### src/rtl/data_mem_access_unit.sv
// data_mem_access_unit: MEM-stage load/store front end for a word-addressed byte-enabled RAM port,
// splitting misaligned accesses into two consecutive word accesses.
module data_mem_access_unit #(
    parameter int WORD_AW  = 12,
    parameter bit SPLIT_EN = 1'b1
) (
    input  logic        clk,
    input  logic        rst_n,
    input  logic        req_valid,
    output logic        req_ready,
    input  logic        req_we,
    input  logic [2:0]  req_type,
    input  logic [31:0] req_addr,
    input  logic [31:0] req_wdata,
    output logic        resp_valid,
    output logic [31:0] resp_rdata,
    output logic        resp_err,
    output logic [29:0] ram_addra,
    output logic [3:0]  ram_wea,
    output logic [31:0] ram_dina,
    input  logic [31:0] ram_douta
);
    typedef enum logic {IDLE, SPLIT} state_t;

    state_t      state_q, state_d;
    logic        resp_valid_q, resp_valid_d;
    logic        resp_err_q, resp_err_d;
    logic        resp_split_q, resp_split_d;
    logic        we_q, we_d;
    logic [1:0]  off_q, off_d;
    logic [2:0]  type_q, type_d;
    logic [31:0] wdata_q, wdata_d;
    logic [31:0] lo_q, lo_d;
    logic [29:0] wa_q, wa_d;

    logic        sp, accept, illegal, mis, err;
    logic [1:0]  off, s_off;
    logic [2:0]  s_type;
    logic [29:0] wa, wb;
    logic [31:0] s_wdata, comb_word, ext_word;
    logic [3:0]  bm;
    logic [7:0]  be8;
    logic [63:0] d64;
    logic [5:0]  sh_lo, sh_hi;

    assign sp        = (state_q == SPLIT);
    assign req_ready = !sp;
    assign accept    = req_valid && req_ready;
    assign off       = req_addr[1:0];
    assign wa        = req_addr[31:2];
    assign wb        = wa + 30'd1;
    assign illegal   = (req_type == 3'b011) || (req_type[2:1] == 2'b11) || (req_we && req_type[2]);
    assign mis       = (req_type[1:0] == 2'b01 && off == 2'd3) || (req_type[1:0] == 2'b10 && off != 2'd0);
    assign err       = illegal || (wa[29:WORD_AW] != '0) || (mis && (wb[29:WORD_AW] != '0)) || (mis && !SPLIT_EN);

    // Lane mask and data are built 64 bits wide: the low half is word A, the high half word B.
    assign s_type  = sp ? type_q : req_type;
    assign s_off   = sp ? off_q : off;
    assign s_wdata = sp ? wdata_q : req_wdata;
    assign bm      = s_type[1] ? 4'hF : s_type[0] ? 4'h3 : 4'h1;
    assign be8     = {4'h0, bm} << s_off;
    assign d64     = {32'h0, s_wdata} << {s_off, 3'b000};

    assign ram_addra = sp ? wa_q + 30'd1 : accept ? wa : 30'd0;
    assign ram_dina  = sp ? d64[63:32] : d64[31:0];
    assign ram_wea   = !rst_n ? 4'h0 : sp ? (we_q ? be8[7:4] : 4'h0) : (accept && req_we && !err) ? be8[3:0] : 4'h0;

    assign sh_lo      = {1'b0, off_q, 3'b000};
    assign sh_hi      = 6'd32 - sh_lo;
    assign comb_word  = resp_split_q ? ((ram_douta << sh_hi) | (lo_q >> sh_lo)) : (ram_douta >> sh_lo);
    assign ext_word   = type_q[1] ? comb_word
                      : type_q[0] ? {type_q[2] ? 16'h0 : {16{comb_word[15]}}, comb_word[15:0]}
                      : {type_q[2] ? 24'h0 : {24{comb_word[7]}}, comb_word[7:0]};
    assign resp_valid = resp_valid_q;
    assign resp_err   = resp_err_q;
    assign resp_rdata = (resp_valid_q && !resp_err_q && !we_q) ? ext_word : 32'h0;

    always_comb begin
        state_d      = state_q;
        resp_valid_d = 1'b0;
        resp_err_d   = 1'b0;
        resp_split_d = 1'b0;
        we_d         = we_q;
        off_d        = off_q;
        type_d       = type_q;
        wdata_d      = wdata_q;
        lo_d         = lo_q;
        wa_d         = wa_q;
        if (sp) begin
            state_d      = IDLE;
            resp_valid_d = 1'b1;
            resp_split_d = 1'b1;
            lo_d         = ram_douta;
        end else if (accept) begin
            state_d      = (!err && mis) ? SPLIT : IDLE;
            resp_valid_d = err || !mis;
            resp_err_d   = err;
            we_d         = req_we;
            off_d        = off;
            type_d       = req_type;
            wdata_d      = req_wdata;
            wa_d         = wa;
        end
    end

    always_ff @(posedge clk or negedge rst_n) begin
        if (!rst_n) begin
            state_q      <= IDLE;
            resp_valid_q <= 1'b0;
            resp_err_q   <= 1'b0;
            resp_split_q <= 1'b0;
            we_q         <= 1'b0;
            off_q        <= 2'd0;
            type_q       <= 3'd0;
            wdata_q      <= 32'h0;
            lo_q         <= 32'h0;
            wa_q         <= 30'd0;
        end else begin
            state_q      <= state_d;
            resp_valid_q <= resp_valid_d;
            resp_err_q   <= resp_err_d;
            resp_split_q <= resp_split_d;
            we_q         <= we_d;
            off_q        <= off_d;
            type_q       <= type_d;
            wdata_q      <= wdata_d;
            lo_q         <= lo_d;
            wa_q         <= wa_d;
        end
    end
endmodule

### config.mk
export PLATFORM = sky130hd
export DESIGN_NAME = data_mem_access_unit
export DESIGN_NICKNAME = d
export VERILOG_FILES = /design/src/rtl/data_mem_access_unit.sv
export SDC_FILE = /design/constraint.sdc
export NUM_CORES = 1
export LEC_CHECK = 0
export CORE_MARGIN = 2
export CORE_UTILIZATION = 53
export DETAILED_ROUTE_END_ITERATION = 8
export GPL_ROUTABILITY_DRIVEN = 0
export PLACE_DENSITY = 0.9
export SLEW_MARGIN = 40
export SYNTH_ARGS = -nofsm -noshare
export SYNTH_HDL_FRONTEND = slang
export SYNTH_SLANG_ARGS = --single-unit
### constraint.sdc
create_clock -name clk -period 7.8 [get_ports clk]
set_input_delay 0.78 -clock clk [delete_from_list [all_inputs] [get_ports clk]]
set_output_delay 0.78 -clock clk [all_outputs]
set_load 0.05 [all_outputs]
### Word level (Yosys, flattened, before mapping)

Index checks and enable logic that the tools add are counted.

* add/sub/neg operators: 3
* equality and inequality tests: 5
* shift operators: 5
* mux-type cells: 26
* bitwise operators: 2
* reduce and logical (&&, ||, !) cells: 25

Operators by type and width (number)
* 32-bit 2-to-1 mux: 6
* 32-bit by 5-bit left shift with 64-bit output: 1
* 32-bit by 5-bit >> shifter with 32-bit output: 2
* 30-bit by 1-bit adder with 30-bit output, second input constant: 2
* 30-bit 2-to-1 mux: 2
* 18-bit nonzero test: 2
* 32-bit OR: 1
* 32-bit by 6-bit left shift with 32-bit output: 1
* 24-bit 2-to-1 mux: 1
* 4-bit 2-to-1 mux: 5
* 16-bit 2-to-1 mux: 1
* 1-bit logical AND: 10
* 1-bit 2-to-1 mux: 8
* 4-bit by 2-bit left shift with 8-bit output: 1
* 2-bit equality test, second input constant: 3
* 1-bit logical OR: 6
* 2-bit 2-to-1 mux: 3
* 6-bit by 5-bit subtractor with 6-bit output, first input constant: 1
* 1-bit logical NOT: 5
* 3-bit by 2-bit equality test with 1-bit output, second input constant: 1
* 2-bit by 1-bit equality test with 1-bit output, second input constant: 1
* 2-bit AND reduction: 1
* 2-bit nonzero test: 1
* 1-bit inverter: 1

* register bits: 104
* input port bits: 103

### Longest topological paths before layout

Gate-level depths: netlist (run 1).

* word-level depth: 10
* depth in mapped cells: 12
* gate-level depth less buffers: 7

### Worst setup path before layout (run 1)

No wires, ideal clock.

* path type: reg-to-output
* start point: register off_q[0]
* end point: output port resp_rdata[23]
* data arrival time: 3092 ps
* path slack: 3928 ps
* stages on the path, launching flop included: 12
* cells stage by stage: dfrtp_1 > buf_2 > inv_1 > buf_2 > clkbuf_1 > ha_1 > buf_4 > nor2_2 > a22oi_1 > a211oi_1 > o221ai_4 > a31oi_1

* longest elaborated chain between the ends: 8
* elaborated cells on any way between the ends: 11

RTL lines
* start, declared: RTL line 30 `logic [1:0] off_q, off_d;`
* start signal, assigned: RTL line 113 `off_q <= 2'd0;`
* start signal, assigned: RTL line 124 `off_q <= off_d;`
* 6-bit by 5-bit subtractor with 6-bit output: RTL line 69 `assign sh_hi = 6'd32 - sh_lo;`
* 32-bit by 6-bit left shift with 32-bit output: RTL line 70 `assign comb_word = resp_split_q ? ((ram_douta << sh_hi) | (lo_q >> sh_lo)) : (ram_douta >> sh_lo);`
* 32-bit OR: RTL line 70
* 32-bit 2-to-1 mux *: RTL line 70
* 24-bit 2-to-1 mux / 16-bit 2-to-1 mux (equally long branches): RTL line 73, 72
* 32-bit 2-to-1 mux: RTL line 72 `: type_q[0] ? {type_q[2] ? 16'h0 : {16{comb_word[15]}}, comb_word[15:0]}`
* 32-bit 2-to-1 mux *: RTL line 71 `assign ext_word = type_q[1] ? comb_word`
* 32-bit 2-to-1 mux *: RTL line 76 `assign resp_rdata = (resp_valid_q && !resp_err_q && !we_q) ? ext_word : 32'h0;`
* end, declared: RTL line 16 `output logic [31:0] resp_rdata,`

Every way passes the cells marked *; elsewhere a longest branch is shown, timed or not.

### Worst setup path in the final report (run 1)

* start point: register off_q[1]
* end point: output port resp_rdata[27]

The elaborated chain is that of the path after synthesis.

==> results of run 1 <==
layout by cell type (no fill, tap or decap), drive strengths merged, types with 7 or more instances in the layout:
master / instances
inv: 8
dfrtp: 97
buf: 12
a22oi: 9
nand4: 17
xor2: 14
a311oi: 7
a22o: 11
nand2: 274
a31oi: 19
mux2: 50
o21ai: 69
o211ai: 8
a21oi: 37
xnor2: 15
nor2b: 15
mux2i: 75
o22ai: 14
nor3: 12
a211oi: 26
nand3: 16
clkbuf: 12
and3: 7
nor2: 37
clkdlybuf4s50: 201
layout make-up:
type                            instances  area, um^2
Multi-Input combinational cell        778        4860
Clock buffer                           12       246.5
Clock inverter                          3       90.09
Timing Repair Buffer                  213        2103
Inverter                                9       33.78
Fill cell                            1036        3944
Tap cell                              180       225.2
Sequential cell                        97        2432
per-layer routing:
layer	up-vias	track usage	wire length, um
li1	3695	-	-
met1	3759	0.4225	9786
met2	471	0.5103	11390
met3	59	0.07601	2496
met4	0	0.1179	665
met5	-	0	0
power by group:
group / switching, W / internal, W
combinational: 0.000321 / 0.000200
sequential: 0.0000352 / 0.000532
clock: 0.000188 / 0.000321
kinds of logic (layout without fill, tap and decap cells):
kind of cell,count (synthesis),count (layout),synth area share
compound gates,211,211,0.1800
xor+xnor,29,29,0.03343
fa+ha+maj,2,2,0.003293
buf+inv,81,237,0.04447
flops,97,97,0.3195
mux,131,131,0.1907
simple gates,405,405,0.2286
synthesized netlist by cell type, types with 3 or more instances:
library cell | number | share of area
xnor2_1 | 15 | 0.017
nor3b_1 | 4 | 0.0040
nor2_1 | 36 | 0.018
nand2_1 | 274 | 0.14
and3_1 | 7 | 0.0058
o21ai_0 | 68 | 0.045
inv_1 | 8 | 0.0040
a211oi_1 | 26 | 0.026
nand4_1 | 17 | 0.014
mux2i_1 | 75 | 0.099
buf_4 | 3 | 0.0030
nor4_1 | 6 | 0.0049
or2_2 | 4 | 0.0033
a311oi_1 | 7 | 0.0081
a22o_1 | 11 | 0.013
clkbuf_1 | 48 | 0.024
a21oi_2 | 10 | 0.012
buf_2 | 12 | 0.0079
nand2b_1 | 3 | 0.0025
mux2_2 | 49 | 0.073
nor3_1 | 12 | 0.0079
dfrtp_1 | 97 | 0.32
nor2b_1 | 15 | 0.012
and2_1 | 6 | 0.0049
a21oi_1 | 27 | 0.018
o22ai_1 | 14 | 0.012
buf_1 | 8 | 0.0040
mux4_2 | 6 | 0.018
a22oi_1 | 9 | 0.0089
nand3_1 | 16 | 0.011
a31oi_1 | 19 | 0.016
xor2_1 | 14 | 0.016
o211ai_1 | 8 | 0.0079
metrics by stage:
step | cells | worst slack (ns) | instance area, um^2
after detailed placement | 1277 | 2.369 | 9659
after global routing | 1292 | 1.760 | 9991
after floorplan | 956 | 3.928 | 7597
after CTS | 1292 | 1.991 | 9996
after global placement | 1277 | 2.471 | 9649
final | 1292 | 1.902 | 9991
state kept, by name (all words and copies together) (netlist names), 2 cells and up:
signal   count
lo_q        32
wa_q        30
wdata_q     25
type_q       3
off_q        2
worst max-delay path: stages, from the launching register on:
cell	delay, ns
dfrtp_2	0.35
clkinv_1	0.64
ha_1	1.09
nor2_2	0.33
a221o_1	0.36
mux4_2	0.52
o221ai_4	0.62
a31oi_1	0.11
clkdlybuf4s50_1	0.74
worst max path at each step:
stage                               from              to  slack, ns  cells after the start
floorplan           off_q[0]$_DFFE_PN0P_  resp_rdata[23]       3.93                     11
global placement    off_q[1]$_DFFE_PN0P_  resp_rdata[28]       2.47                      8
detailed placement  off_q[1]$_DFFE_PN0P_  resp_rdata[27]       2.37                      8
CTS                 off_q[1]$_DFFE_PN0P_  resp_rdata[27]       1.99                      8
global route        off_q[1]$_DFFE_PN0P_  resp_rdata[27]       1.76                      8
finish              off_q[1]$_DFFE_PN0P_  resp_rdata[27]       1.90                      8
==> metrics.txt, run 1 <==
status=complete, no violations; DR vias/cell=6.180; CP Data Arrival Time=5.12 ns; H-tree levels=3; post-DR wirelength/cell=18.84 um; layout cells sized above 1=0.09532; critical-path maximum fanout=26; later-pin clock latency in the skew report=0.35 ns; core area=13930 um^2; post-synthesis sequential area ratio=0.3195; ys async rst share=1.000; full die area=15310 um^2; vias in the first global route=7725; Setup Fix Bufs, Post-CTS=0; worst hold slack=0.3771 ns; row count=43; Pleak=4.214 nW; Max rail drop VDD=98.64 uV; # diodes=0; Resize count post-CTS=0; port bufs=203; Max-Cap Viols=0; cells after synthesis=956; initial antenna violation count=0; CP Class=flip-flop to output port; final net count=1213; syn_area_per_cell=7.947 um^2; gr usage total=0.3193; Final setup viols=0; CP Data Required Time=7.02 ns; Max Clk Rate=169.5 MHz; WL final=24340 um; hold_buf cts=0; die height=123.7 um; Critical Path Source Type=flip-flop; DR iter-0 viols=1037; element type at the critical path end=output port; Post-synth EDFFs=0; grt total ovfl=0; CTS clk-pin slew, worst paths=0.07 ns; final hold viol count=0; synthesized flop and latch total=97; unrepaired setup endpoints after global routing=no; via count=7984; Antenna Violating Nets Remaining=0; post-synth cell types=50; I/O pin total=204; min-delay worst type=input port to async pin; hpwl dp=16630 um; Setup Skew=0.006440 ns; maximum clock path buffer count=2; DRC Markers=0; Worst Tran Pin Value=0.8589 ns; Die W=123.7 um; Syn Nets=1061; Synth Flop Type=dfrtp_1; flop2flop setup slack=5.13 ns; first-pass GRT wire length=38580 um; Ys Warns=0; Reg2Reg Depth=5; final period utilization=0.7562; Clock Sinks=97; largest net degree at the start of global routing=71; Root Driver=clkbuf_16; area growth from synthesis to layout=31.51%; CTS buffer count=9; Worst slew margin=0.4253; First-pass DRT Iterations=7; TritonCTS clock tree=done; pwr dens=159.9 nW/um^2; max-slew violation count=0; Tmin final=5.898 ns; Final Core Density=0.7170; r2r startpoint=sp$_DFF_PN0_; Fin Setup TNS=0 ns; Initial Util=0.5452; Post-Syn Area=7597 um^2; overall power=0.001598 W; r2r endpoint=wdata_q[9]$_DFFE_PN0P_
(Power assumes the default switching activity.)
==> run 2: changes to the inputs <==
--- a/config.mk
+++ b/config.mk
@@ -6,10 +6,10 @@
 export NUM_CORES = 1
 export LEC_CHECK = 0
 export CORE_MARGIN = 2
-export CORE_UTILIZATION = 53
+export CORE_UTILIZATION = 50
 export DETAILED_ROUTE_END_ITERATION = 8
 export GPL_ROUTABILITY_DRIVEN = 0
-export PLACE_DENSITY = 0.9
+export PLACE_DENSITY = 0.86
 export SLEW_MARGIN = 40
 export SYNTH_ARGS = -nofsm -noshare
 export SYNTH_HDL_FRONTEND = slang
==> constraint.sdc (replaced) <==
create_clock -name clk -period 5.63 [get_ports clk]
set_input_delay 0.563 -clock clk [delete_from_list [all_inputs] [get_ports clk]]
set_output_delay 0.563 -clock clk [all_outputs]
set_load 0.05 [all_outputs]
==> run 2 against run 1 <==
Effect of this change: final area decreased by 0.19%; combinational power increased by 39%; clock skew decreased by 0.0018 ns; first-iteration DRC count decreased by 19%; global-route usage decreased by 2.0 points; hold slack got worse by 0.30 ns; clock power increased by 34%; die area increased by 5.8%; largest power group unchanged; highest routed layer unchanged.
==> metrics.txt, run 2 (synthesized netlist as in run 1, its figures left out) <==
Final setup viols=0; max-slew violation count=0; Sw Ratio=0.3482; maximum clock path buffer count=2; # diodes=0; full die area=16200 um^2; first-pass GRT wire length=39250 um; Antenna Violating Nets Remaining=0; Max-Cap Viols=0; Tmin final=4.488 ns; pwr dens=219.6 nW/um^2; Setup Skew=0.004677 ns; row count=45; later-pin clock latency in the skew report=0.35 ns; Power Internal=0.001428 W; Seq. cell area=2432 um^2; sequential share of power=0.359; CP Data Arrival Time=3.93 ns; Clock Power Share=0.311; Resize count post-CTS=0; min-delay worst type=input port to async pin; filler instances=1210; CTS clk-pin slew, worst paths=0.07 ns; critical-path maximum fanout=26; Psw=0.0007626 W; DR vias/cell=6.264; PnR worst setup slack=1.142 ns; Critical Path Source Type=flip-flop; area growth from synthesis to layout=31.26%; Setup Fix Bufs, Post-CTS=0; Max rail drop VDD=138.0 uV; WL final=24880 um; vias in the first global route=7705; logic gate share of total power=0.331; via count=8174; Worst Tran Pin Value=0.8291 ns; Pleak=4.286 nW; initial antenna violation count=0; core area=15030 um^2; port bufs=203; element type at the critical path end=output port; gr usage total=0.2996; layout cells sized above 1=0.1218; Max Clk Rate=222.8 MHz; hpwl dp=17050 um; Fin Setup TNS=0 ns; post-DR wirelength/cell=19.06 um; Largest register FFs=32; CTS buffer count=9; CP Data Required Time=5.07 ns; Worst slew margin=0.4452; DR iter-0 viols=838; pre-CTS WS=1.494 ns; final hold viol count=0; DRC Markers=0; most frequent cells in the layout=nand2_1 (273), clkdlybuf4s50_1 (175), dfrtp_1 (93); status=complete, no violations; unrepaired setup endpoints after global routing=no; Root Driver=clkbuf_16; Die W=127.3 um; Regs by FF count=lo_q (32), wa_q (30), wdata_q (25); largest net degree at the start of global routing=70; grt total ovfl=0; First-pass DRT Iterations=5; final net count=1217; final period utilization=0.7972; Top reg by flops=lo_q; area of the multi-input gates=4867 um^2; TritonCTS clock tree=done; Clock Sinks=97; H-tree levels=3; CP Class=flip-flop to output port; commonest non-fill, non-tap cell in the layout=nand2_1; placed cell area=9623 um^2; die height=127.3 um; hold_buf cts=0; Initial Util=0.5054; final cell area excluding filler cells=9972 um^2; Final Core Density=0.6633; I/O pin total=204
-- run 2: worst paths after layout --
check	start	cells after the start	to	slack, ns
max	off_q[1]$_DFFE_PN0P_	9	resp_rdata[16]	1.14
min	rst_n	1	wdata_q[29]$_DFFE_PN0P_	0.08
max reg2reg	sp$_DFF_PN0_	5	wa_q[26]$_DFFE_PN0P_	3.08
min reg2reg	wdata_q[13]$_DFFE_PN0P_	2	wdata_q[13]$_DFFE_PN0P_	0.48
max in group asynchronous	rst_n	2	off_q[0]$_DFFE_PN0P_	4.63
min in group clk	wdata_q[13]$_DFFE_PN0P_	2	wdata_q[13]$_DFFE_PN0P_	0.48
-- run 2: metal layers --
metal,GRT usage,vias up,part of all wire
met3,0.05737,60,0.097
met1,0.4136,3893,0.42
met4,0.1131,0,0.028
met5,0,-,0
li1,-,3711,-
met2,0.4696,510,0.45
-- run 2: final cells by class --
type	instances	share of cell area
inverter	9	0.003388
multi-input combinational	778	0.4881
clock buffer	14	0.02647
timing repair buffer	217	0.2085
sequential	97	0.2439
tap	188	0.02359
clock inverter	2	0.006023
-- run 2: power by group through the flow --
| stage | sequential (W) | clock, W | combinational [W] |
|---|---|---|---|
| CTS | 0.000783 | 0.000694 | 0.000713 |
| global placement | 0.000793 | 0 | 0.000699 |
| floorplan | 0.000782 | 0 | 0.000457 |
| detailed placement | 0.000795 | 0 | 0.000709 |
| global route | 0.000791 | 0.000718 | 0.000770 |
| finish | 0.000786 | 0.000680 | 0.000724 |
-- run 2: metrics by stage --
step	std cells	hold WS (ns)	total power (W)
3_3_place_gp	1288	0.4600	0.001492
6_report	1305	0.07756	0.002190
5_1_grt	1305	0.09482	0.002279
2_1_floorplan	956	0.2674	0.001238
3_5_place_dp	1288	0.4629	0.001505
4_1_cts	1304	0.2934	0.002190
-- run 2: critical path, cell delays in order, from the launching register on --
cell and delay [ns]:
dfrtp_2 0.35, clkinv_1 0.06, buf_4 0.24, ha_1 0.82, nor2_2 0.32, a221o_1 0.35, mux4_2 0.52, o221ai_4 0.57
a21oi_1 0.11, buf_4 0.23
